`config.mk`:
```
export PLATFORM = sky130hd
export DESIGN_NAME = rr_arbiter_n_flat
export DESIGN_NICKNAME = d
export VERILOG_FILES = /design/src/rtl/rr_arbiter_n_if.sv /design/src/rtl/rr_arbiter_n.sv /design/src/flat_wrapper.sv
export SDC_FILE = /design/constraint.sdc
export NUM_CORES = 1
export LEC_CHECK = 0
export ABC_AREA = 1
export CORE_MARGIN = 2
export CORE_UTILIZATION = 60
export DETAILED_ROUTE_END_ITERATION = 10
export DONT_BUFFER_PORTS = 1
export PLACE_DENSITY = 0.76
export SLEW_MARGIN = 10
export SYNTH_ARGS = -nofsm -noshare
export SYNTH_HDL_FRONTEND = slang
export SYNTH_SLANG_ARGS = --single-unit
```
`constraint.sdc`:
```
create_clock -name clk -period 3.4 [get_ports clk]
set_input_delay 0.68 -clock clk [delete_from_list [all_inputs] [get_ports clk]]
set_output_delay 0.68 -clock clk [all_outputs]
set_load 0.02 [all_outputs]
```
`src/rtl/rr_arbiter_n_if.sv`:
```
// rtl/rr_arbiter_n_if.sv - request/grant bundle between crossbar masters and one slave arbiter
interface rr_arbiter_n_if #(
  parameter int N_MASTERS = 4,
  parameter int ADDR_W    = 2,
  parameter int IDX_W     = $clog2(N_MASTERS) + 1
);
  logic [N_MASTERS-1:0]        master_req;
  logic [N_MASTERS*ADDR_W-1:0] master_addr;
  logic                        slave_ack;
  logic [IDX_W-1:0]            number_master_en;
  logic                        slave_req;
  logic [N_MASTERS-1:0]        master_ack;
  logic                        busy;

  modport master (
    output master_req, master_addr, slave_ack,
    input  number_master_en, slave_req, master_ack, busy
  );

  modport slave (
    input  master_req, master_addr, slave_ack,
    output number_master_en, slave_req, master_ack, busy
  );
endinterface

```
`src/rtl/rr_arbiter_n.sv`:
```
// rtl/rr_arbiter_n.sv - round-robin arbiter for one crossbar slave port
// Rotating-pointer grant with per-grant burst quota; grant held while the master keeps requesting.
module rr_arbiter_n #(
  parameter int N_MASTERS = 4,
  parameter int ADDR_W    = 2,
  parameter int SLAVE     = 0,
  parameter int BURST_MAX = 1,
  parameter int IDX_W     = $clog2(N_MASTERS) + 1
) (
  input  logic           clk,
  input  logic           reset_n,
  rr_arbiter_n_if.slave  bus
);
  localparam int                PTR_W     = $clog2(N_MASTERS);
  localparam int                POS_W     = PTR_W + 1;
  localparam logic [ADDR_W-1:0] SLAVE_SEL = ADDR_W'(SLAVE);
  localparam logic [8:0]        BURST_LIM = 9'(BURST_MAX);
  localparam logic [PTR_W-1:0]  LAST_IDX  = PTR_W'(N_MASTERS - 1);

  typedef enum logic {ST_IDLE = 1'b0, ST_GRANT = 1'b1} state_t;

  state_t               state_q, state_d;
  logic [PTR_W-1:0]     grant_idx_q, grant_idx_d;
  logic [PTR_W-1:0]     ptr_q, ptr_d;
  logic [7:0]           burst_cnt_q, burst_cnt_d;
  logic [N_MASTERS-1:0] elig;
  logic                 cur_elig;
  logic [8:0]           burst_next;
  logic [PTR_W-1:0]     after_grant;

  for (genvar g = 0; g < N_MASTERS; g++) begin : g_elig
    assign elig[g] = bus.master_req[g] && (bus.master_addr[g*ADDR_W +: ADDR_W] == SLAVE_SEL);
  end

  assign cur_elig    = elig[grant_idx_q];
  assign burst_next  = {1'b0, burst_cnt_q} + 9'd1;
  assign after_grant = (grant_idx_q == LAST_IDX) ? '0 : grant_idx_q + PTR_W'(1);

  // Scanning a doubled request vector avoids a modulo for non-power-of-2 master counts.
  function automatic logic [PTR_W-1:0] rr_pick(input logic [N_MASTERS-1:0] cand,
                                               input logic [PTR_W-1:0] start);
    logic [2*N_MASTERS-1:0] dbl;
    logic [POS_W-1:0]       pos;
    logic [PTR_W-1:0]       pick;
    logic                   found;
    dbl   = {cand, cand};
    pick  = start;
    found = 1'b0;
    for (int k = 0; k < N_MASTERS; k++) begin
      pos = {1'b0, start} + POS_W'(k);
      if (!found && dbl[pos]) begin
        found = 1'b1;
        pick  = (pos >= POS_W'(N_MASTERS)) ? PTR_W'(pos - POS_W'(N_MASTERS)) : pos[PTR_W-1:0];
      end
    end
    return pick;
  endfunction

  always_ff @(posedge clk or negedge reset_n) begin
    if (!reset_n) begin
      state_q     <= ST_IDLE;
      grant_idx_q <= '0;
      ptr_q       <= '0;
      burst_cnt_q <= '0;
    end else begin
      state_q     <= state_d;
      grant_idx_q <= grant_idx_d;
      ptr_q       <= ptr_d;
      burst_cnt_q <= burst_cnt_d;
    end
  end

  always_comb begin
    state_d     = state_q;
    grant_idx_d = grant_idx_q;
    ptr_d       = ptr_q;
    burst_cnt_d = burst_cnt_q;
    case (state_q)
      ST_IDLE: begin
        if (|elig) begin
          state_d     = ST_GRANT;
          grant_idx_d = rr_pick(elig, ptr_q);
          burst_cnt_d = '0;
        end
      end
      ST_GRANT: begin
        if (!cur_elig) begin
          state_d     = ST_IDLE;
          ptr_d       = after_grant;
          burst_cnt_d = '0;
        end else if (bus.slave_ack) begin
          if (burst_next < BURST_LIM) begin
            burst_cnt_d = burst_next[7:0];
          end else begin
            // The outgoing holder is last in scan order, so it only wins again when alone.
            ptr_d       = after_grant;
            grant_idx_d = rr_pick(elig, after_grant);
            burst_cnt_d = '0;
          end
        end
      end
      default: state_d = ST_IDLE;
    endcase
  end

  always_comb begin
    bus.number_master_en = '0;
    bus.slave_req        = 1'b0;
    bus.master_ack       = '0;
    bus.busy             = 1'b0;
    if (state_q == ST_GRANT) begin
      bus.busy             = 1'b1;
      bus.slave_req        = cur_elig;
      bus.number_master_en = IDX_W'(grant_idx_q) + IDX_W'(1);
      if (cur_elig && bus.slave_ack) begin
        bus.master_ack = N_MASTERS'(1) << grant_idx_q;
      end
    end
  end
endmodule

```
`src/flat_wrapper.sv`:
```
// flat-port wrapper written by rule: the top's interface ports become plain ports
module rr_arbiter_n_flat 
#(
  parameter int N_MASTERS = 4,
  parameter int ADDR_W    = 2,
  parameter int SLAVE     = 0,
  parameter int BURST_MAX = 1,
  parameter int IDX_W     = $clog2(N_MASTERS) + 1
)
  (clk, reset_n, bus_master_req, bus_master_addr, bus_slave_ack, bus_number_master_en, bus_slave_req, bus_master_ack, bus_busy);
  rr_arbiter_n_if #(.N_MASTERS(N_MASTERS), .ADDR_W(ADDR_W), .IDX_W(IDX_W)) bus_i ();
  input  logic clk;
  input  logic reset_n;
  input wire logic [$bits(bus_i.master_req)-1:0] bus_master_req;
  input wire logic [$bits(bus_i.master_addr)-1:0] bus_master_addr;
  input wire logic [$bits(bus_i.slave_ack)-1:0] bus_slave_ack;
  output wire logic [$bits(bus_i.number_master_en)-1:0] bus_number_master_en;
  output wire logic [$bits(bus_i.slave_req)-1:0] bus_slave_req;
  output wire logic [$bits(bus_i.master_ack)-1:0] bus_master_ack;
  output wire logic [$bits(bus_i.busy)-1:0] bus_busy;
  assign bus_i.master_req = bus_master_req;
  assign bus_i.master_addr = bus_master_addr;
  assign bus_i.slave_ack = bus_slave_ack;
  assign bus_number_master_en = bus_i.number_master_en;
  assign bus_slave_req = bus_i.slave_req;
  assign bus_master_ack = bus_i.master_ack;
  assign bus_busy = bus_i.busy;
  rr_arbiter_n #(.N_MASTERS(N_MASTERS), .ADDR_W(ADDR_W), .SLAVE(SLAVE), .BURST_MAX(BURST_MAX), .IDX_W(IDX_W)) u_core (.clk(clk), .reset_n(reset_n), .bus(bus_i));
endmodule
```
==> impl_metrics.ini <==
[pwr]
p_per_area_nw_per_um2 = 897
leakagePower_nw = 0.689
seqPwrFrac_pct = 22.3
pwr-share-clk_pct = 8.1
p_sw_mw = 0.664
swShare_pct = 57.4
p_int_mw = 0.492
peakVddDrop_v = 0.000656
power_frac_comb_pct = 69.6

[finish]
drive_above_1_share_pct = 8.78
multi_input_area_um2 = 795
area_growth_pct = 0.882
fillers = 175
fin_nets = 226
regArea_um2 = 325
diodes = 0

[synthesis]
synthesis.nets = 225
synth_xor_xnor_area_share_pct = 2.64
syn_area_per_cell_um2 = 6.23
ys_ff_latch = 13
synth_cells = 205
synth_top_family_by_area = simple AND/OR/NAND/NOR gates
yosysMostFrequentCell = nand2_1
synth_commonest_cells = nand2_1 (60), nand3_1 (46), inv_1 (27)
yosysTopAreaCell = dfrtp_1
synth_edf_count = 0
synth_ff_type = dfrtp_1
synth.cell_area_um2 = 1280
muxShareOfSynthArea_pct = 0
yosys.area_share.simple_pct = 49.1
ys_types = 23
synth_area_leaders = dfrtp_1 (25%), nand3_1 (18%), nand2_1 (18%)
yosysTopAreaCellShare_pct = 25.5
async_reset_ff_share_pct = 100
ys_seq_area_share_pct = 25.5
synth_fa_ha_area_share_pct = 4.90
synth_compound_gate_area_share_pct = 5.58
ys_warn_count = 0

[clocking]
clkSinkCount = 13
cts.path.max_buffers = 2
root_buffer = clkbuf_4
ctsResizeCount = 0
h-tree-depth = 1
cts.clk_slew.worst_paths_ps = 80
cts_buffers = 3
cts_tree = done
hold_buffers = 0
cts_post_setup_buffers_inserted = 0
clock_latency_ps = 270

[worst_setup_path]
worst_ep_arrival_time_ps = 1970
path_class = in2out
critPathLaunch = bus_master_addr[3]
cp_common_cell = nor2_1
required_ps = 2720
path_cells = nor2_1 -> nand3_1 -> o211ai_1 -> nand2_1 -> nor3_1 -> inv_1 -> nor2_1
crit_path_end_kind = output pin
ff2ff_path_depth = 15
critPathLaunchType = primary input
cp_num_buf_inv = 1
ff2ff_setup_slack_ps = 1000
r2r-end = u_core.grant_idx_q[1]$_DFFE_PN0P_
r2r_start = u_core.grant_idx_q[0]$_DFFE_PN0P_
cp_slowest_cell = nor2_1
crit_family = simple AND/OR/NAND/NOR gates
max_stage_delay_ps = 330
path_max_fanout = 6

[route]
dr.pass1.iters = 4
post_drt_wl_per_cell_um = 11.8
drc_errors = 0
routed_wl_um = 2740
ant_nets = 0
viasPerCell = 5.60
num_vias = 1299
drtIter0Drc = 28

[sta]
setup_tns_ps = 0
period_needed_ps = 2650
hold_viol = 0
fmax_mhz = 377
skew_ps = 2.30
slew_viol_final = 0
rsz0062_at_grt = false
post-route-period-util_pct = 78.0
setup_viol = 0
slew_headroom_pct = 66.4
worst_slack_ps = 748
holdWs_ps = 93.9
tightest_slew_ps = 500

[placement]
portBuffers = 0
place_ws_ps = 764
routabilityCongestion = 0.858
dp_hpwl_um = 2170

[floorplan]
ios = 24
row_count = 16
fp.dieH_um = 50.1
fp.dieArea_um2 = 2510
core_area_um2 = 1980
fp.dieW_um = 50.1
start_util_pct = 64.5

[grt]
grt_antenna_before_repair = 0
grt_pass1_wl_um = 4930
grt_pass1_vias = 1172
grt_max_degree = 14
grt-ovfl-total = 0
grt.total_usage_pct = 25.0

[outcome]
status = complete, no violations

[min_path]
min_path_type = in2async

[job]
drv_cap = 0
[cells in the final DEF, fill, tap and decap left out]
| cell | Yosys | routed |
|---|---|---|
| nand2_1 | 60 | 60 |
| nand3_1 | 46 | 46 |
| inv_1 | 27 | 27 |
| nor2_1 | 18 | 18 |
| dfrtp_1 | 13 | 13 |
| o21ai_0 | 6 | 6 |
| nand2_2 | 5 | 5 |
| ha_1 | 5 | 5 |
| nor2_2 | 3 | 3 |
| nor3_1 | 3 | 3 |
| clkbuf_4 | 0 | 3 |
| inv_2 | 2 | 2 |
| o211ai_1 | 2 | 2 |
| nor2_4 | 2 | 2 |
| xor2_1 | 2 | 2 |
| xor2_2 | 1 | 1 |
| o21a_1 | 1 | 1 |
| o21ai_1 | 1 | 1 |
| nand3_2 | 1 | 1 |
| a21oi_1 | 1 | 1 |
| nor4_1 | 1 | 1 |
| o21ai_2 | 1 | 1 |
| clkbuf_1 | 0 | 1 |
[metal layers]
| layer | GRT usage [%] | routed length (um) |
|---|---|---|
| met1 | 32.7 | 1230 |
| met2 | 43.4 | 1320 |
| met5 | 0 | 0 |
| met4 | 9.72 | 40 |
| met3 | 1.19 | 140 |
[cell type report]
type	instances	area share (%)
multi-input combinational	159	61.7
clock buffer	4	2.04
inverter	29	8.45
tap	27	2.62
sequential	13	25.2
[worst max-delay path by stage]
stage / end / slack [ps] / depth (start not counted)
2_1_floorplan: bus_master_ack[0] / 990 / 7
3_3_place_gp: bus_master_ack[3] / 850 / 7
3_5_place_dp: bus_master_ack[3] / 760 / 9
4_1_cts: bus_master_ack[3] / 760 / 9
5_1_grt: bus_master_ack[3] / 510 / 9
6_report: bus_master_ack[3] / 750 / 7
[logic make-up after synthesis]
logic type                 count (synthesis)
AOI/OAI and AO/OA                         12
adders and majority gates                  5
DFF                                       13
xor gates and xnor gates                   3
and+or+nand+nor                          139
buffers and inverters                     33
[state kept, by name, summed over array words and instances (netlist names)]
signal,cells
u_core.ptr_q,2
u_core.burst_cnt_q,8
u_core.state_q,1
u_core.grant_idx_q,2
[through the flow]
| step | cells | total power, mW | cell area, um^2 | utilization [%] |
|---|---|---|---|---|
| finish | 232 | 1.16 | 1290 | 65.0 |
| global route | 232 | 1.30 | 1290 | 65.0 |
| CTS | 232 | 1.16 | 1290 | 65.0 |
| detailed placement | 228 | 1.06 | 1260 | 63.7 |
| global placement | 228 | 1.03 | 1260 | 63.7 |
| floorplan | 205 | 0.983 | 1280 | - |
[power groups by stage]
stage / combinational (mW) / sequential (mW) / clock [mW]
floorplan: 0.760 / 0.223 / 0
global placement: 0.775 / 0.259 / 0
detailed placement: 0.796 / 0.261 / 0
CTS: 0.801 / 0.258 / 0.0989
global route: 0.932 / 0.265 / 0.101
finish: 0.805 / 0.258 / 0.0932
(Power assumes the default switching activity.)
==> RTL edit 1: new RTL, config.mk and constraints unchanged <==
`N_MASTERS` is set to 4 in 3 places; all go to 8.
--- a/src/rtl/rr_arbiter_n_if.sv
+++ b/src/rtl/rr_arbiter_n_if.sv
@@ -1,6 +1,6 @@
 // rtl/rr_arbiter_n_if.sv - request/grant bundle between crossbar masters and one slave arbiter
 interface rr_arbiter_n_if #(
-  parameter int N_MASTERS = 4,
+  parameter int N_MASTERS = 8,
   parameter int ADDR_W    = 2,
   parameter int IDX_W     = $clog2(N_MASTERS) + 1
 );
--- a/src/rtl/rr_arbiter_n.sv
+++ b/src/rtl/rr_arbiter_n.sv
@@ -1,7 +1,7 @@
 // rtl/rr_arbiter_n.sv - round-robin arbiter for one crossbar slave port
 // Rotating-pointer grant with per-grant burst quota; grant held while the master keeps requesting.
 module rr_arbiter_n #(
-  parameter int N_MASTERS = 4,
+  parameter int N_MASTERS = 8,
   parameter int ADDR_W    = 2,
   parameter int SLAVE     = 0,
   parameter int BURST_MAX = 1,
--- a/src/flat_wrapper.sv
+++ b/src/flat_wrapper.sv
@@ -1,7 +1,7 @@
 // flat-port wrapper written by rule: the top's interface ports become plain ports
 module rr_arbiter_n_flat 
 #(
-  parameter int N_MASTERS = 4,
+  parameter int N_MASTERS = 8,
   parameter int ADDR_W    = 2,
   parameter int SLAVE     = 0,
   parameter int BURST_MAX = 1,
Interface: changed (resized bus_master_ack, bus_master_addr, bus_master_req and bus_number_master_en); port bits go from 24 to 41. No check against the original RTL was run, so the function may have changed too.
==> RTL edit 1 against the unedited design <==
  * Area after synthesis increased by 100%
  * Design area rose by 110%
  * Routed wire length grew to 2.5 times the old value
  * Sequential cell count up 2
  * Setup slack got worse by 0.45 ns
  * Critical path type is now reg -> reg
  * Global-route usage increased by 3.8 points
Power is not shown: default switching activity piles up to over one toggle a cycle in this logic, so the estimate is an artifact.
==> RTL edit 1: results (changes against the unedited design) <==
- Worst setup path endpoint: u_core.grant_idx_q[2]
- Clock Tree Root: clkbuf_8
- WS Path Type: reg -> reg
- Clock skew: 0.00296 ns (+0.000662 ns)
- Via density: 5.83 (+4.1%)
- Worst R2R Path Depth: 18 (+3)
- Total Wirelength: 6.91 mm (+150%)
- Setup WS pre-CTS: 0.396 ns (-0.368 ns)
- Worst path max stage delay: 0.49 ns (+0.16 ns)
- DP Wirelength: 5.67 mm (+160%)
- Run status: complete, no violations
- Post-DP Area: 2640 sq um (+110%)
- Min cycle time layout: 3.10 ns (+0.446 ns)
- DRT Pass-1 Iters: 5 (+1)
- Final net count: 502 (+120%)
- CP max-delay cell: dfrtp_1
- Reg-to-reg critical path startpoint: u_core.grant_idx_q[1]
- Sequential area share after synthesis: 14.6% (-11 points)
- Vias in the first global route: 2604 (+120%)
- Internal reg-to-reg setup slack: 0.30 ns (-0.70 ns)
- Initial DRC count: 258 (+820%)
- Mean Syn Cell Area: 5.65 sq um (-9.3%)
- Final weighted congestion in routability-driven placement: 0.995 (+16%)
- Synth area leaders: nand2_1 (21%), nand3_1 (18%), dfrtp_1 (15%), inv_1 (7.9%), nor2_1 (6.0%)
- Yosys cell types: 33 (+43%)
- Share of layout cells above drive strength 1: 8.44% (-0.34 points)
- Clk slew on worst S/H paths: 0.06 ns (-0.02 ns)
- Commonest cells post-synth: nand2_1 (146), nand3_1 (92), inv_1 (54)
- Via count: 2985 (+130%)
- Layout fillers: 416 (+140%)
- Slew HR: 67.4% (+1.1 points)
-- RTL edit 1: area by class of cell --
type	count	area (sq um)	share of cell area, %
clock buffers	4	45.0	1.68
inverters	57	219	8.16
multi-input cells	375	1900	70.8
flip-flops and latches	15	375	14.0
well taps	50	62.6	2.33
repair buffers	11	82.6	3.08
-- RTL edit 1: cells by family after synthesis --
family	synth area share (%)
AO/OA/AOI/OAI	6.99
buffers and inverters	11.8
XOR/XNOR	3.40
adder cells (fa/ha/maj)	5.83
flip-flops	14.6
AND/OR/NAND/NOR	57.4
-- RTL edit 1: worst max-delay path: cells and delay by family (launching register included) --
| family | cells | cell delay (ns) |
|---|---|---|
| AO/OA/AOI/OAI | 1 | 0.19 |
| XOR/XNOR | 1 | 0.23 |
| adder cells (fa/ha/maj) | 2 | 0.71 |
| buffers and inverters | 3 | 0.40 |
| flip-flops | 1 | 0.49 |
| AND/OR/NAND/NOR | 11 | 0.97 |
-- RTL edit 1: routing by layer --
metal | track usage [%] | wire length [um] | vias up
met2 | 44.4 | 2920 | 135
li1 | - | - | 1501
met3 | 5.96 | 672 | 6
met5 | 0 | 0 | -
met1 | 42.1 | 3260 | 1343
met4 | 4.58 | 54 | 0
-- RTL edit 1: worst min-delay path by stage --
stage / start / slack (ns) / cells after the start / end
6_report: reset_n / 0.12 / 0 / u_core.ptr_q[1]
5_1_grt: reset_n / 0.11 / 0 / u_core.ptr_q[0]
4_1_cts: reset_n / 0.12 / 0 / u_core.burst_cnt_q[3]
3_5_place_dp: reset_n / 0.38 / 0 / u_core.burst_cnt_q[3]
3_3_place_gp: reset_n / 0.38 / 0 / u_core.burst_cnt_q[4]
2_1_floorplan: reset_n / 0.38 / 0 / u_core.burst_cnt_q[0]
==> RTL edit 2: new RTL, same flow settings <==
Without the edit above. Make the reset (`reset_n`) synchronous in one clocked block.
--- a/src/rtl/rr_arbiter_n.sv
+++ b/src/rtl/rr_arbiter_n.sv
@@ -56,7 +56,7 @@
     return pick;
   endfunction
 
-  always_ff @(posedge clk or negedge reset_n) begin
+  always_ff @(posedge clk) begin
     if (!reset_n) begin
       state_q     <= ST_IDLE;
       grant_idx_q <= '0;
Function: differs if reset_n is asserted again (counterexample within 4 cycles, from zero or initial values and one cycle with reset_n low); with reset_n held inactive, the same outputs for 10 cycles.
==> RTL edit 2 against the unedited design <==
  * Routed wire length rose by 5.3%
  * Design area increased by 0.39%
  * Setup slack better by 0.16 ns
  * Critical path depth down 2
  * Critical endpoint unchanged
  * Area after synthesis shrank 1.6%
  * Sequential cell count is the same
  * Register-to-register slack worse by 0.04 ns
Power is not compared: it rests on default switching activity, and its combinational part moved more than twofold at a synthesized area within 25%.
==> RTL edit 2: results (changes against the unedited design) <==
- CP max FO: 8 (+2)
- Internal reg-to-reg setup slack: 0.96 ns (-0.04 ns)
- HP Class: reg -> reg
- Final weighted congestion in routability-driven placement: 0.905 (+5.5%)
- Avg WL per Cell: 12.2 um (+3.1%)
- Share of layout cells above drive strength 1: 13.3% (+4.6 points)
- Post-cts repair resize count: 0 (unchanged)
- Yosys cell types: 27 (+17%)
- Synth Flop Type: dfxtp_1
- Layout fillers: 210 (+20%)
- Async set-reset flop share out of synthesis: 0% (-100 points)
- DP Wirelength: 2.34 mm (+7.4%)
- R2R Path End: u_core.grant_idx_q[1]
- Commonest cells post-synth: nand2_1 (79), nand3_1 (40), inv_1 (15)
- Fin Hold WS: 0.439 ns (+0.345 ns)
- Worst path max stage delay: 0.56 ns (+0.23 ns)
- Clock skew: 0.000988 ns (-0.00132 ns)
- CP max-delay cell: dfxtp_1
- Critical path arrival: 1.82 ns (-0.15 ns)
- Via density: 5.69 (+1.7%)
- Total track usage: 25.0% (unchanged)
- Run status: complete, no violations
- Synth area leaders: nand2_1 (24%), dfxtp_1 (21%), nand3_1 (16%), nand3_2 (5.6%), ha_1 (5.0%)
- Final net count: 231 (+2.2%)
- CP Launch Point: u_core.grant_idx_q[0]
- PortBufs: 0 (unchanged)
- Vias in the first global route: 1260 (+7.5%)
- Sequential area share after synthesis: 20.7% (-4.8 points)
- Pin count of the biggest net entering global routing: 11 (-3)
- First-pass GRT wire length: 5.04 mm (+2.2%)
- Slew HR: 69.5% (+3.1 points)
RTL edit 2: cell types whose count changed in the layout (fill, tap and decap cells not counted), moves of 3 or more:
cell	change
nand3_1	-6
nor2_1	-5
nand2_1	+19
dfxtp_1	+13
inv_1	-12
dfrtp_1	-13
nand3_2	+6
nand2_2	-3
RTL edit 2: cell type report:
type                       instances  area [sq um]  share of cell area [%]
multi-input combinational        174           900                    69.5
sequential                        13           260                    20.1
inverter                          19          73.8                    5.71
tap                               27          33.8                    2.61
clock buffer                       4          26.3                    2.03
RTL edit 2: worst max path at each step:
stage | endpoint | slack (ns) | depth (start not counted)
final | bus_master_ack[3] | 0.90 | 5
after global placement | bus_master_ack[0] | 1.02 | 6
after global routing | u_core.grant_idx_q[1] | 0.74 | 15
after detailed placement | bus_master_ack[0] | 0.97 | 6
after CTS | bus_master_ack[3] | 0.88 | 5
after floorplan | bus_master_ack[0] | 1.10 | 6
RTL edit 2: per-stage QoR:
stage / instances / power, mW / setup slack (ns) / utilization (%) / instance area, sq um
6_report: 237 / 0.626 / 0.904 / 65.9 / 1290
5_1_grt: 237 / 0.690 / 0.744 / 65.9 / 1290
4_1_cts: 237 / 0.627 / 0.876 / 65.9 / 1290
3_5_place_dp: 233 / 0.536 / 0.972 / 64.6 / 1270
3_3_place_gp: 233 / 0.520 / 1.02 / 64.6 / 1270
2_1_floorplan: 210 / 0.479 / 1.10 / - / 1260
RTL edit 2: power by group through the flow:
| stage | Combinational [mW] | Sequential [mW] | Clock (mW) |
|---|---|---|---|
| 5_1_grt | 0.400 | 0.189 | 0.101 |
| 4_1_cts | 0.348 | 0.186 | 0.0939 |
| 2_1_floorplan | 0.301 | 0.177 | 0 |
| 3_5_place_dp | 0.347 | 0.189 | 0 |
| 6_report | 0.349 | 0.186 | 0.0915 |
| 3_3_place_gp | 0.331 | 0.189 | 0 |
RTL edit 2: kinds of logic after synthesis:
logic type / synth area share (%)
and+or+nand+nor: 61.9
buffers and inverters: 7.76
DFF: 20.7
AOI/OAI and AO/OA: 4.68
adders and majority gates: 4.98
RTL edit 2: critical path, delay by kind of cell, from the launching register on:
kind | cells | cell delay (ns)
flops | 1 | 0.56
simple gates | 3 | 0.47
fa+ha+maj | 1 | 0.32
buf+inv | 1 | 0.19
RTL edit 2: metal layers:
layer	wire (um)	vias to the layer above	GRT usage, %
met5	0	-	0
li1	-	680	-
met4	46	0	8.33
met3	175	6	3.33
met1	1240	625	31.0
met2	1420	38	44.2
